## src/rtl/sensor_sampler.sv

```systemverilog
// sensor_sampler: collects one frame of 8 ADC channel samples and publishes it to the sensor controller.
// Optional per-channel averaging of 2**AVG_LOG2 samples is built when SENSOR_AVG_EN is defined.
module sensor_sampler #(
    parameter int unsigned DATA_W        = 16,
    parameter int unsigned SETTLE_CYCLES = 4,
    parameter int unsigned AVG_LOG2      = 2
) (
    input  logic              clk,
    input  logic              rst,
    input  logic              sensor_en,
    input  logic              adc_valid,
    input  logic [DATA_W-1:0] adc_data,
    output logic [2:0]        adc_chan,
    output logic              sensor_ready,
    output logic              sensor_ovr,
    output logic [31:0]       sensor_out_0,
    output logic [31:0]       sensor_out_1,
    output logic [31:0]       sensor_out_2,
    output logic [31:0]       sensor_out_3,
    output logic [31:0]       sensor_out_4,
    output logic [31:0]       sensor_out_5,
    output logic [31:0]       sensor_out_6,
    output logic [31:0]       sensor_out_7
);

    localparam int unsigned CNT_W = (SETTLE_CYCLES > 1) ? $clog2(SETTLE_CYCLES) : 1;

    localparam logic [1:0] ST_IDLE    = 2'd0;
    localparam logic [1:0] ST_COLLECT = 2'd1;
    localparam logic [1:0] ST_SETTLE  = 2'd2;
    localparam logic [1:0] ST_READY   = 2'd3;

    // Reject parameter values the datapath cannot represent
    if (DATA_W < 1 || DATA_W > 32) begin : g_bad_data_w
        $error("sensor_sampler: DATA_W must be 1..32");
    end
    if (AVG_LOG2 > 8) begin : g_bad_avg_log2
        $error("sensor_sampler: AVG_LOG2 must be 0..8");
    end

    logic [1:0]       state_q, state_d;
    logic [2:0]       chan_q, chan_d;
    logic [CNT_W-1:0] cnt_q, cnt_d;
    logic             ready_q, ready_d;
    logic             ovr_q, ovr_d;
    logic [31:0]      cap_q [8];
    logic [31:0]      cap_d [8];
    logic [31:0]      out_q [8];
    logic [31:0]      out_d [8];
    logic             ch_done;
    logic             publish;

`ifdef SENSOR_AVG_EN
    localparam int unsigned ACC_W  = DATA_W + AVG_LOG2;
    localparam int unsigned SCNT_W = (AVG_LOG2 > 0) ? AVG_LOG2 : 1;

    logic [ACC_W-1:0]  acc_q, acc_d, acc_sum;
    logic [SCNT_W-1:0] samp_q, samp_d;
    logic              last_samp;

    // Running sum including the sample presented this cycle
    assign acc_sum   = acc_q + ACC_W'(adc_data);
    assign last_samp = (samp_q == SCNT_W'((1 << AVG_LOG2) - 1));
`endif

    // Next-state and datapath update for the capture FSM
    always_comb begin
        state_d = state_q;
        chan_d  = chan_q;
        cnt_d   = cnt_q;
        ready_d = ready_q;
        ovr_d   = ovr_q;
        cap_d   = cap_q;
        out_d   = out_q;
        ch_done = 1'b0;
        publish = 1'b0;
`ifdef SENSOR_AVG_EN
        acc_d   = acc_q;
        samp_d  = samp_q;
`endif
        case (state_q)
            ST_IDLE: begin
                if (adc_valid) ovr_d = 1'b1;
                if (sensor_en) begin
                    state_d = ST_COLLECT;
                    chan_d  = 3'd0;
                    ovr_d   = 1'b0;
`ifdef SENSOR_AVG_EN
                    acc_d   = '0;
                    samp_d  = '0;
`endif
                end
            end
            ST_COLLECT: begin
                if (!sensor_en) begin
                    // Abort: partial frame is simply never published
                    state_d = ST_IDLE;
                    chan_d  = 3'd0;
`ifdef SENSOR_AVG_EN
                    acc_d   = '0;
                    samp_d  = '0;
`endif
                end else if (adc_valid) begin
`ifdef SENSOR_AVG_EN
                    if (last_samp) begin
                        cap_d[chan_q] = 32'(DATA_W'(acc_sum >> AVG_LOG2));
                        acc_d         = '0;
                        samp_d        = '0;
                        ch_done       = 1'b1;
                    end else begin
                        acc_d  = acc_sum;
                        samp_d = samp_q + SCNT_W'(1);
                    end
`else
                    cap_d[chan_q] = 32'(adc_data);
                    ch_done       = 1'b1;
`endif
                end
                if (ch_done) begin
                    chan_d = chan_q + 3'd1;
                    if (chan_q == 3'd7) begin
                        if (SETTLE_CYCLES > 0) begin
                            state_d = ST_SETTLE;
                            cnt_d   = CNT_W'(SETTLE_CYCLES - 1);
                        end else begin
                            publish = 1'b1;
                        end
                    end
                end
            end
            ST_SETTLE: begin
                if (adc_valid) ovr_d = 1'b1;
                if (!sensor_en) begin
                    state_d = ST_IDLE;
                end else if (cnt_q == '0) begin
                    publish = 1'b1;
                end else begin
                    cnt_d = cnt_q - CNT_W'(1);
                end
            end
            ST_READY: begin
                if (adc_valid) ovr_d = 1'b1;
                if (!sensor_en) begin
                    state_d = ST_IDLE;
                    ready_d = 1'b0;
                end
            end
            default: state_d = ST_IDLE;
        endcase
        // Publish uses cap_d so a zero-settle frame includes the ch7 sample just taken
        if (publish) begin
            state_d = ST_READY;
            ready_d = 1'b1;
            out_d   = cap_d;
        end
    end

    // State and output registers
    always_ff @(posedge clk or negedge rst) begin
        if (!rst) begin
            state_q <= ST_IDLE;
            chan_q  <= 3'd0;
            cnt_q   <= '0;
            ready_q <= 1'b0;
            ovr_q   <= 1'b0;
            cap_q   <= '{default: '0};
            out_q   <= '{default: '0};
`ifdef SENSOR_AVG_EN
            acc_q   <= '0;
            samp_q  <= '0;
`endif
        end else begin
            state_q <= state_d;
            chan_q  <= chan_d;
            cnt_q   <= cnt_d;
            ready_q <= ready_d;
            ovr_q   <= ovr_d;
            cap_q   <= cap_d;
            out_q   <= out_d;
`ifdef SENSOR_AVG_EN
            acc_q   <= acc_d;
            samp_q  <= samp_d;
`endif
        end
    end

    assign adc_chan     = chan_q;
    assign sensor_ready = ready_q;
    assign sensor_ovr   = ovr_q;
    assign sensor_out_0 = out_q[0];
    assign sensor_out_1 = out_q[1];
    assign sensor_out_2 = out_q[2];
    assign sensor_out_3 = out_q[3];
    assign sensor_out_4 = out_q[4];
    assign sensor_out_5 = out_q[5];
    assign sensor_out_6 = out_q[6];
    assign sensor_out_7 = out_q[7];

endmodule
```

## config.mk

```make
export PLATFORM = sky130hd
export DESIGN_NAME = sensor_sampler
export DESIGN_NICKNAME = d
export VERILOG_FILES = /design/src/rtl/sensor_sampler.sv
export SDC_FILE = /design/constraint.sdc
export NUM_CORES = 1
export LEC_CHECK = 0
export BUFFER_PORTS_ARGS = -buffer_cell sky130_fd_sc_hd__buf_4
export CORE_MARGIN = 4
export CORE_UTILIZATION = 35
export CTS_BUF_LIST = sky130_fd_sc_hd__clkbuf_8
export DETAILED_ROUTE_END_ITERATION = 6
export SYNTH_ARGS = -nofsm -noshare
export SYNTH_HDL_FRONTEND = slang
export SYNTH_SLANG_ARGS = --single-unit
```

## constraint.sdc

```tcl
create_clock -name clk -period 2.2 [get_ports clk]
set_clock_uncertainty 0.2 [all_clocks]
set_input_delay 0.44 -clock clk [delete_from_list [all_inputs] [get_ports clk]]
set_output_delay 0.44 -clock clk [all_outputs]
set_load 0.05 [all_outputs]
```

* Word level (Yosys, flattened, before mapping) *
Cells that the tools add are included.

cells by class
  add/subtract/negate cells = 2
  order comparisons = 2
  equal/unequal tests = 12
  multiplexer cells = 33
  bitwise gates (word level) = 1
  reductions and logical operators = 11

operators by type and width
  cell                                                        count
  two-way mux 256 bit                                         3
  bitwise mux 256 bit                                         1
  demux 32 bit (select 3 bit)                                 1
  two-way mux 32 bit                                          1
  two-way mux 2 bit                                           9
  two-way mux 1 bit                                           11
  inequality test 2 bit, second input constant                5
  two-way mux 3 bit                                           3
  nonzero test 2 bit                                          4
  inequality test 3 bit, second input constant                2
  case mux 2 bit (3 select lines)                             1
  case mux 3 bit (2 select lines)                             1
  AND reduction 5 bit                                         1
  equality test 2 bit, second input constant                  2
  greater-or-equal comparator 4 bit, second input constant    1
  logical NOT 2 bit                                           2
  less-than comparator 4 x 1 -> 1 bit, second input constant  1
  inverter 3 -> 4 bit                                         1
  case mux 2 bit (2 select lines)                             1
  adder 3 x 1 -> 3 bit, second input constant                 1
  equality test 3 bit, second input constant                  1
  AND reduction 3 bit                                         1
  equality test 2 x 1 -> 1 bit, second input constant         1
  inequality test 2 x 1 -> 1 bit, second input constant       1
  other kinds (5)                                             5

word-level totals
  flip-flop bits (word level) = 521
  output and inout port bits = 261
  logic and storage cells = 82

* Depth between registers and ports, before layout *
Gate-level depths: netlist (run 1).

  word-level depth = 9
  mapped depth = 7

* Least setup slack after synthesis (run 1) *
Ideal clock, no wire load.

  kind = register -> register
  start = register chan_q[0] (netlist: adc_chan[0])
  end = register cap_q[130] in the netlist's numbering
  library setup time = 125 ps
  arrival = 2021 ps
  data required time = 1875 ps
  path slack = -146 ps
  cell stages (with the launch flop) = 6
  clock period less this slack = 2346 ps
  cells stage by stage = dfrtp_1 -> clkbuf_1 -> nand2_1 -> nor3_1 -> buf_2 -> mux2_2

RTL lines
  what                    line  source
  from (decl)             42    logic [2:0] chan_q, chan_d;
  from (signal assigned)  174   chan_q <= chan_d;
  to (signal assigned)    178   cap_q <= cap_d;
  to (decl)               46    logic [31:0] cap_q [8];

==> impl_metrics.py, run 1 <==
metrics = {
    "run_status": {
        "status": "completed",
    },
    "sta": {
        "layout_worst_path_cycle_share_pct": 95.01,
        "layout_setup_ws_ns": 0.1098,
        "period_minus_slack_ns": 2.090,
        "rsz0062_at_grt": "false",
        "fmax_mhz": 478.4,
        "tightest_slew_ns": 0.4153,
        "maxSlewViolCount": 0,
        "slew_headroom_pct": 72.31,
        "finalSetupViolations": 0,
        "finalHoldViolations": 0,
    },
    "yosys": {
        "synth_cells": 1141,
        "ys_ff_latch": 521,
        "synth_seq_area_share_pct": 69.40,
        "synthArstFlopShare_pct": 100.0,
        "netlist.area_leader.share_pct": 69.40,
        "syn_area_mm2": 0.01879,
        "yosysTopAreaCell": "dfrtp_1",
        "yosysWarnings": 0,
        "yosysUniqueCellTypes": 31,
        "synth_edf_count": 0,
        "synthFlopType": "dfrtp_1",
        "syn_area_per_cell_um2": 16.46,
        "synth_fp_nets": 1164,
        "yosys-top-cells-area": "dfrtp_1, mux2_2, nor2b_1",
    },
    "worst_setup_path": {
        "crit_fanout": 19,
        "critPathKind": "in2reg",
        "crit_path_end_kind": "flip-flop",
        "worstPathCellList": "dlygate4sd3_1 -> buf_4 -> nand4b_4 -> or4_2 -> buf_4 -> mux2_1",
        "path_buf_inv": 3,
        "crit_required_ns": 2.51,
        "crit_path_frequent_cell": "buf_4",
        "max_stage_delay_ns": 0.59,
        "cpLargestDelayFamily": "buffers and inverters",
        "startpoint_type": "input port",
        "slowest_stage": "or4_2",
        "arrival_ns": 2.40,
    },
    "clock_network": {
        "cts.reportedPaths.clkPinSlew_ns": 0.06,
        "htreeDepth": 3,
        "cts_root_buf": "clkbuf_8",
        "numCtsBuffers": 89,
        "cts.path.max_buffers": 3,
        "cts_sinks": 521,
        "cts.repair_timing.setup_buffer_count": 0,
        "clock_latency_ns": 0.64,
        "cts_tree": "built",
    },
    "route": {
        "drt_iter0_markers": 284,
        "remaining_drc_errors": 0,
        "vias": 10460,
        "ant_nets": 0,
        "vias_per_cell": 4.583,
        "dr.pass1.iters": 4,
        "wire_per_inst_um": 19.30,
        "drt_wl_total_um": 44060,
    },
    "global_routing": {
        "grt.total_usage_pct": 15.45,
        "grt_pass1_vias": 11560,
        "grt_antenna_before_repair": 1,
        "grt_pass1_wl_um": 68430,
        "gr-total-overflow": 0,
        "grt_max_degree": 75,
    },
    "power_and_ir_drop": {
        "clkPwrFrac_pct": 44.9,
        "combPwrFrac_pct": 3.4,
        "switchingPower_w": 0.004275,
        "p_leak_nw": 13.09,
        "finalPower_w": 0.01916,
        "swShare_pct": 22.32,
        "ir_drop_uv": 410.1,
        "p_int_w": 0.01488,
        "p_per_area_mw_per_mm2": 788.5,
        "share_seq_of_total_power_pct": 51.7,
    },
    "floorplanning": {
        "initial_core_util_pct": 35.53,
        "die_area_mm2": 0.05744,
        "fp.dieW_um": 239.7,
        "design.core.area_mm2": 0.05287,
        "die_h_um": 239.7,
        "rows": 84,
        "ios": 281,
    },
    "placement": {
        "portBuffers": 280,
        "hpwl_um": 28960,
        "dp_slack_ns": -0.01268,
        "place_congestion": 0.6948,
    },
    "layout": {
        "drive_above_1_share_pct": 53.26,
        "final_cell_mix": "dfrtp_1, mux2_2, buf_4",
        "area_growth_pct": 29.33,
        "filler_cell_count": 4719,
        "utilization_pct": 45.96,
        "mostFrequentLayoutCell": "dfrtp_1",
        "final_nets": 1554,
    },
    "flow_run": {
        "cap_violations": 0,
    },
    "min_path": {
        "hp-class": "in2async",
    },
}
-- cells by family (layout without fill, tap and decap cells) --
| kind of cell | count (synthesis) | in the layout | synth area share, % |
|---|---|---|---|
| muxes | 386 | 386 | 23.13 |
| AOI/OAI and AO/OA | 12 | 12 | 0.3930 |
| other | 0 | 1 | 0 |
| buffers and inverters | 64 | 517 | 1.585 |
| adders and majority gates | 3 | 3 | 0.1998 |
| and+or+nand+nor | 155 | 155 | 5.295 |
| DFF | 521 | 521 | 69.40 |
-- final cells by class --
type	count	area [um2]	area share [%]
Inverter	6	22.52	0.09270
Tap cell	688	860.8	3.543
Sequential cell	521	13040	53.68
Clock buffer	116	1597	6.572
Timing Repair Buffer	357	3064	12.61
Antenna cell	1	2.502	0.01030
Clock inverter	38	190.2	0.7828
Multi-Input combinational cell	556	5517	22.71
-- metal layers --
layer,vias up,GRT usage (%),share of wire (%)
li1,4727,-,-
met3,51,4.940,6.7
met4,0,5.101,1.7
met5,-,0,0
met2,248,25.04,49
met1,5437,19.78,43
-- final timing paths --
path                       startpoint          endpoint  slack, ns  depth (start not counted)
setup / recovery            adc_valid        cap_q[111]       0.11                          6
hold / removal                    rst         cap_q[68]       0.13                          2
setup reg to reg             cnt_q[0]  sensor_out_7[26]       0.11                          7
hold reg to reg            cap_q[117]        cap_q[117]       0.28                          1
max in group asynchronous         rst  sensor_out_4[26]       0.93                          3
min in group clk           cap_q[117]        cap_q[117]       0.28                          1
-- stage by stage --
step                      hold WS, ns  cell area (um2)  setup TNS, ns  instances
after floorplan              -0.05559            18800              0       1141
after global placement         0.1856            22310       -0.03675       2109
after detailed placement       0.1863            22310       -0.02592       2109
after CTS                     0.04335            24290              0       2282
after global routing          0.08261            24290              0       2283
final                          0.1289            24290              0       2283
-- synth_stat cells (2+ instances only) --
| master | count |
|---|---|
| o21ai_0 | 4 |
| nor2_1 | 2 |
| nand2_1 | 9 |
| dfrtp_1 | 521 |
| ha_1 | 3 |
| and2_1 | 32 |
| nor2b_1 | 97 |
| clkbuf_1 | 14 |
| nor4_2 | 2 |
| mux2_2 | 370 |
| or4_1 | 2 |
| nor4b_2 | 2 |
| a21oi_1 | 3 |
| inv_1 | 5 |
| buf_2 | 43 |
| mux2i_1 | 2 |
| mux2_1 | 14 |
| nor3_1 | 3 |
-- power groups by stage --
stage / combinational (W) / sequential (W) / clock (W)
finish: 0.000652 / 0.00990 / 0.00860
global route: 0.000733 / 0.00992 / 0.00942
CTS: 0.000680 / 0.00990 / 0.00898
detailed placement: 0.000649 / 0.0101 / 0
global placement: 0.000625 / 0.0101 / 0
floorplan: 0.000228 / 0.0100 / 0
-- worst reg2reg max path, cell delays in order, from the launching register on --
cell	delay [ns]
dfrtp_1	0.34
inv_1	0.06
ha_1	0.22
and3b_1	0.23
nand2_4	0.11
buf_12	0.23
buf_4	0.24
mux2_2	0.35
-- sequential cells by signal, summed over array words and instances, names as in the netlist, 2 cells and up --
signal and count:
sensor_out_3 32, state_q 2, sensor_out_6 32, sensor_out_7 32, sensor_out_4 32, adc_chan 3
sensor_out_1 32, sensor_out_2 32, cap_q 256, sensor_out_5 32, cnt_q 2, sensor_out_0 32
-- repair_timing --
item                       CTS  global route
hold buffers                19             0
hold endpoints to repair   652             0
resized for setup            1             0
setup endpoints to repair    1             0
Power figures use the tool's default switching activity.
==> inputs of run 2 (changes only) <==
Settings changed: ABC_AREA from default to 1.
==> impl_metrics.py, run 2 <==
metrics = {
    "placement": {
        "hpwl_um": 36550,
        "portBuffers": 280,
        "placedCellCount": 3272,
        "dp_slack_ns": 0.1423,
        "place_area_mm2": 0.02404,
        "place_congestion": 0.7799,
    },
    "floorplanning": {
        "initial_core_util_pct": 35.46,
        "die_h_um": 250.2,
        "fp.dieW_um": 250.2,
        "design.core.area_mm2": 0.05792,
        "ios": 281,
        "die_area_mm2": 0.06262,
        "rows": 88,
    },
    "yosys": {
        "synth_edf_count": 0,
        "ys_ff_latch": 521,
        "yosys-top-cells-area": "dfrtp_1, nand2_1, nand3_1",
        "syn_area_mm2": 0.02054,
        "synth_seq_area_share_pct": 63.48,
        "yosysTopAreaCell": "dfrtp_1",
        "yosysUniqueCellTypes": 19,
        "synthFlopType": "dfrtp_1",
        "synth_cells": 2266,
        "synth.most_common_cell": "nand2_1",
        "yosysWarnings": 0,
        "netlist.area_leader.share_pct": 63.48,
        "synthArstFlopShare_pct": 100.0,
        "syn_area_per_cell_um2": 9.064,
        "synth_fp_nets": 2289,
        "synth_common_cells": "nand2_1, dfrtp_1, nand3_1",
    },
    "sta": {
        "period_minus_slack_ns": 2.059,
        "layout_worst_path_cycle_share_pct": 93.60,
        "finalHoldViolations": 0,
        "finalSetupViolations": 0,
        "rsz0062_at_grt": "false",
        "layout_setup_ws_ns": 0.1408,
        "fmax_mhz": 485.6,
        "tightest_slew_ns": 0.5622,
        "slew_headroom_pct": 62.48,
        "setup_tns_ns": 0,
        "maxSlewViolCount": 0,
        "hold_ws_ns": 0.07446,
    },
    "layout": {
        "regArea_mm2": 0.01304,
        "final_nets": 2627,
        "filler_cell_count": 5657,
        "final_area_mm2": 0.02591,
        "mostFrequentLayoutCell": "nand2_1",
        "stdcell_count": 3445,
        "top_register": "cap_q",
        "final_cell_mix": "nand2_1, dfrtp_1, nand3_1",
        "multi_input_area_mm2": 0.005933,
        "drive_above_1_share_pct": 18.81,
        "largest_reg_flops": 256,
        "area_growth_pct": 26.17,
    },
    "run_status": {
        "status": "completed",
    },
    "clock_network": {
        "clock_latency_ns": 0.68,
        "cts.path.max_buffers": 3,
        "cts_tree": "built",
        "cts_root_buf": "clkbuf_8",
        "cts.reportedPaths.clkPinSlew_ns": 0.06,
        "cts_sinks": 521,
        "numCtsBuffers": 88,
        "htreeDepth": 3,
    },
    "worst_setup_path": {
        "crit_required_ns": 1.56,
        "cpLargestDelayFamily": "flip-flops",
        "reg2reg_from": "state_q[1]",
        "max_stage_delay_ns": 0.37,
        "path_buf_inv": 2,
        "crit_start": "adc_chan[1]",
        "r2r_setup_slack_ns": 0.19,
        "crit_fanout": 5,
        "ff2ff_path_depth": 8,
        "crit_path_frequent_cell": "buf_4",
        "worstPathCellList": "buf_4 -> buf_4",
        "slowest_stage": "dfrtp_1",
        "crit_path_end_kind": "output port",
        "cp.depth": 2,
        "startpoint_type": "flip-flop",
        "arrival_ns": 1.42,
        "r2r_end": "cap_q[124]",
        "critPathKind": "reg2out",
    },
    "min_path": {
        "hold_depth": 4,
        "hp-class": "in2reg",
        "min_to": "cap_q[38]",
        "min-delay-start": "adc_data[6]",
    },
    "route": {
        "wire_per_inst_um": 16.12,
        "vias_per_cell": 4.540,
        "drt_wl_total_um": 55520,
        "dr.pass1.iters": 5,
        "vias": 15640,
        "drt_iter0_markers": 1099,
        "ant_nets": 0,
        "remaining_drc_errors": 0,
    },
    "flow_run": {
        "cap_violations": 0,
    },
    "global_routing": {
        "gr-total-overflow": 0,
        "grt.total_usage_pct": 17.59,
        "grt_max_degree": 95,
        "grt_antenna_before_repair": 1,
        "grt_pass1_vias": 15710,
        "grt_pass1_wl_um": 88040,
    },
    "power_and_ir_drop": {
        "ir_drop_uv": 408.0,
        "p_leak_nw": 14.46,
        "p_per_area_mw_per_mm2": 781.2,
    },
}
-- run 2: changes by cell type after synthesis, sizes merged, moves of 41 or more --
cell / delta
nor2: +137
mux2: -384
clkbuf: +41
inv: +283
nor2b: -97
and2: +96
nand2: +668
nand3: +387
-- run 2: how the worst max path moves through the flow --
stage                       end  slack (ns)
floorplan             cap_q[70]        0.12
global placement     cap_q[127]        0.20
detailed placement   cap_q[126]        0.14
CTS                 adc_chan[2]        0.06
global route         cap_q[148]        0.03
finish              adc_chan[1]        0.14
-- run 2: layout make-up --
| cell class | count | share of cell area [%] |
|---|---|---|
| flip-flops and latches | 521 | 50.32 |
| multi-input cells | 1344 | 22.90 |
| repair buffers | 360 | 11.93 |
| clock buffers | 111 | 5.895 |
| inverters | 289 | 4.215 |
| well taps | 765 | 3.694 |
| clock inverters | 54 | 1.048 |
| diodes | 1 | 0.009657 |
-- run 2: tightest hold or removal path, stage by stage --
cell and delay (ns):
buf_4 0.08, inv_1 0.13, nand3_1 0.14, and2_1 0.12
-- run 2: metal layers --
layer / share of wire, % / track usage [%]
met4: 2.7 / 6.150
met5: 0 / 0
met2: 45 / 26.63
met3: 6.3 / 3.530
met1: 46 / 25.35
-- run 2: through the flow --
step	util [%]	total power, W
final	44.74	0.02024
after CTS	44.74	0.02059
after global routing	44.74	0.02126
after detailed placement	41.51	0.01175
after floorplan	-	0.01113
after global placement	41.51	0.01169
-- run 2: kinds of logic after synthesis --
kind of cell | after synthesis | share of synthesized area [%]
AND/OR/NAND/NOR | 1334 | 28.46
flip-flops | 521 | 63.48
buffers and inverters | 401 | 7.700
AO/OA/AOI/OAI | 7 | 0.1767
adder cells (fa/ha/maj) | 3 | 0.1828
-- run 2: where the power goes --
group          switching, W  total [W]  leakage, nW  internal [W]
combinational      0.000823    0.00130         7.26      0.000473
sequential         0.000197     0.0103         6.14        0.0101
clock               0.00399    0.00867         1.06       0.00468
total               0.00501     0.0202         14.5        0.0152
-- run 2: repair_timing --
| action | 4_1_cts | 5_1_grt |
|---|---|---|
| hold buffers | 7 | 0 |
| hold endpoints to repair | 469 | 0 |
| endpoints found under the setup margin | 1 | 16 |
| resized for setup | 1 | 1 |
| buffers inserted | 0 | 0 |
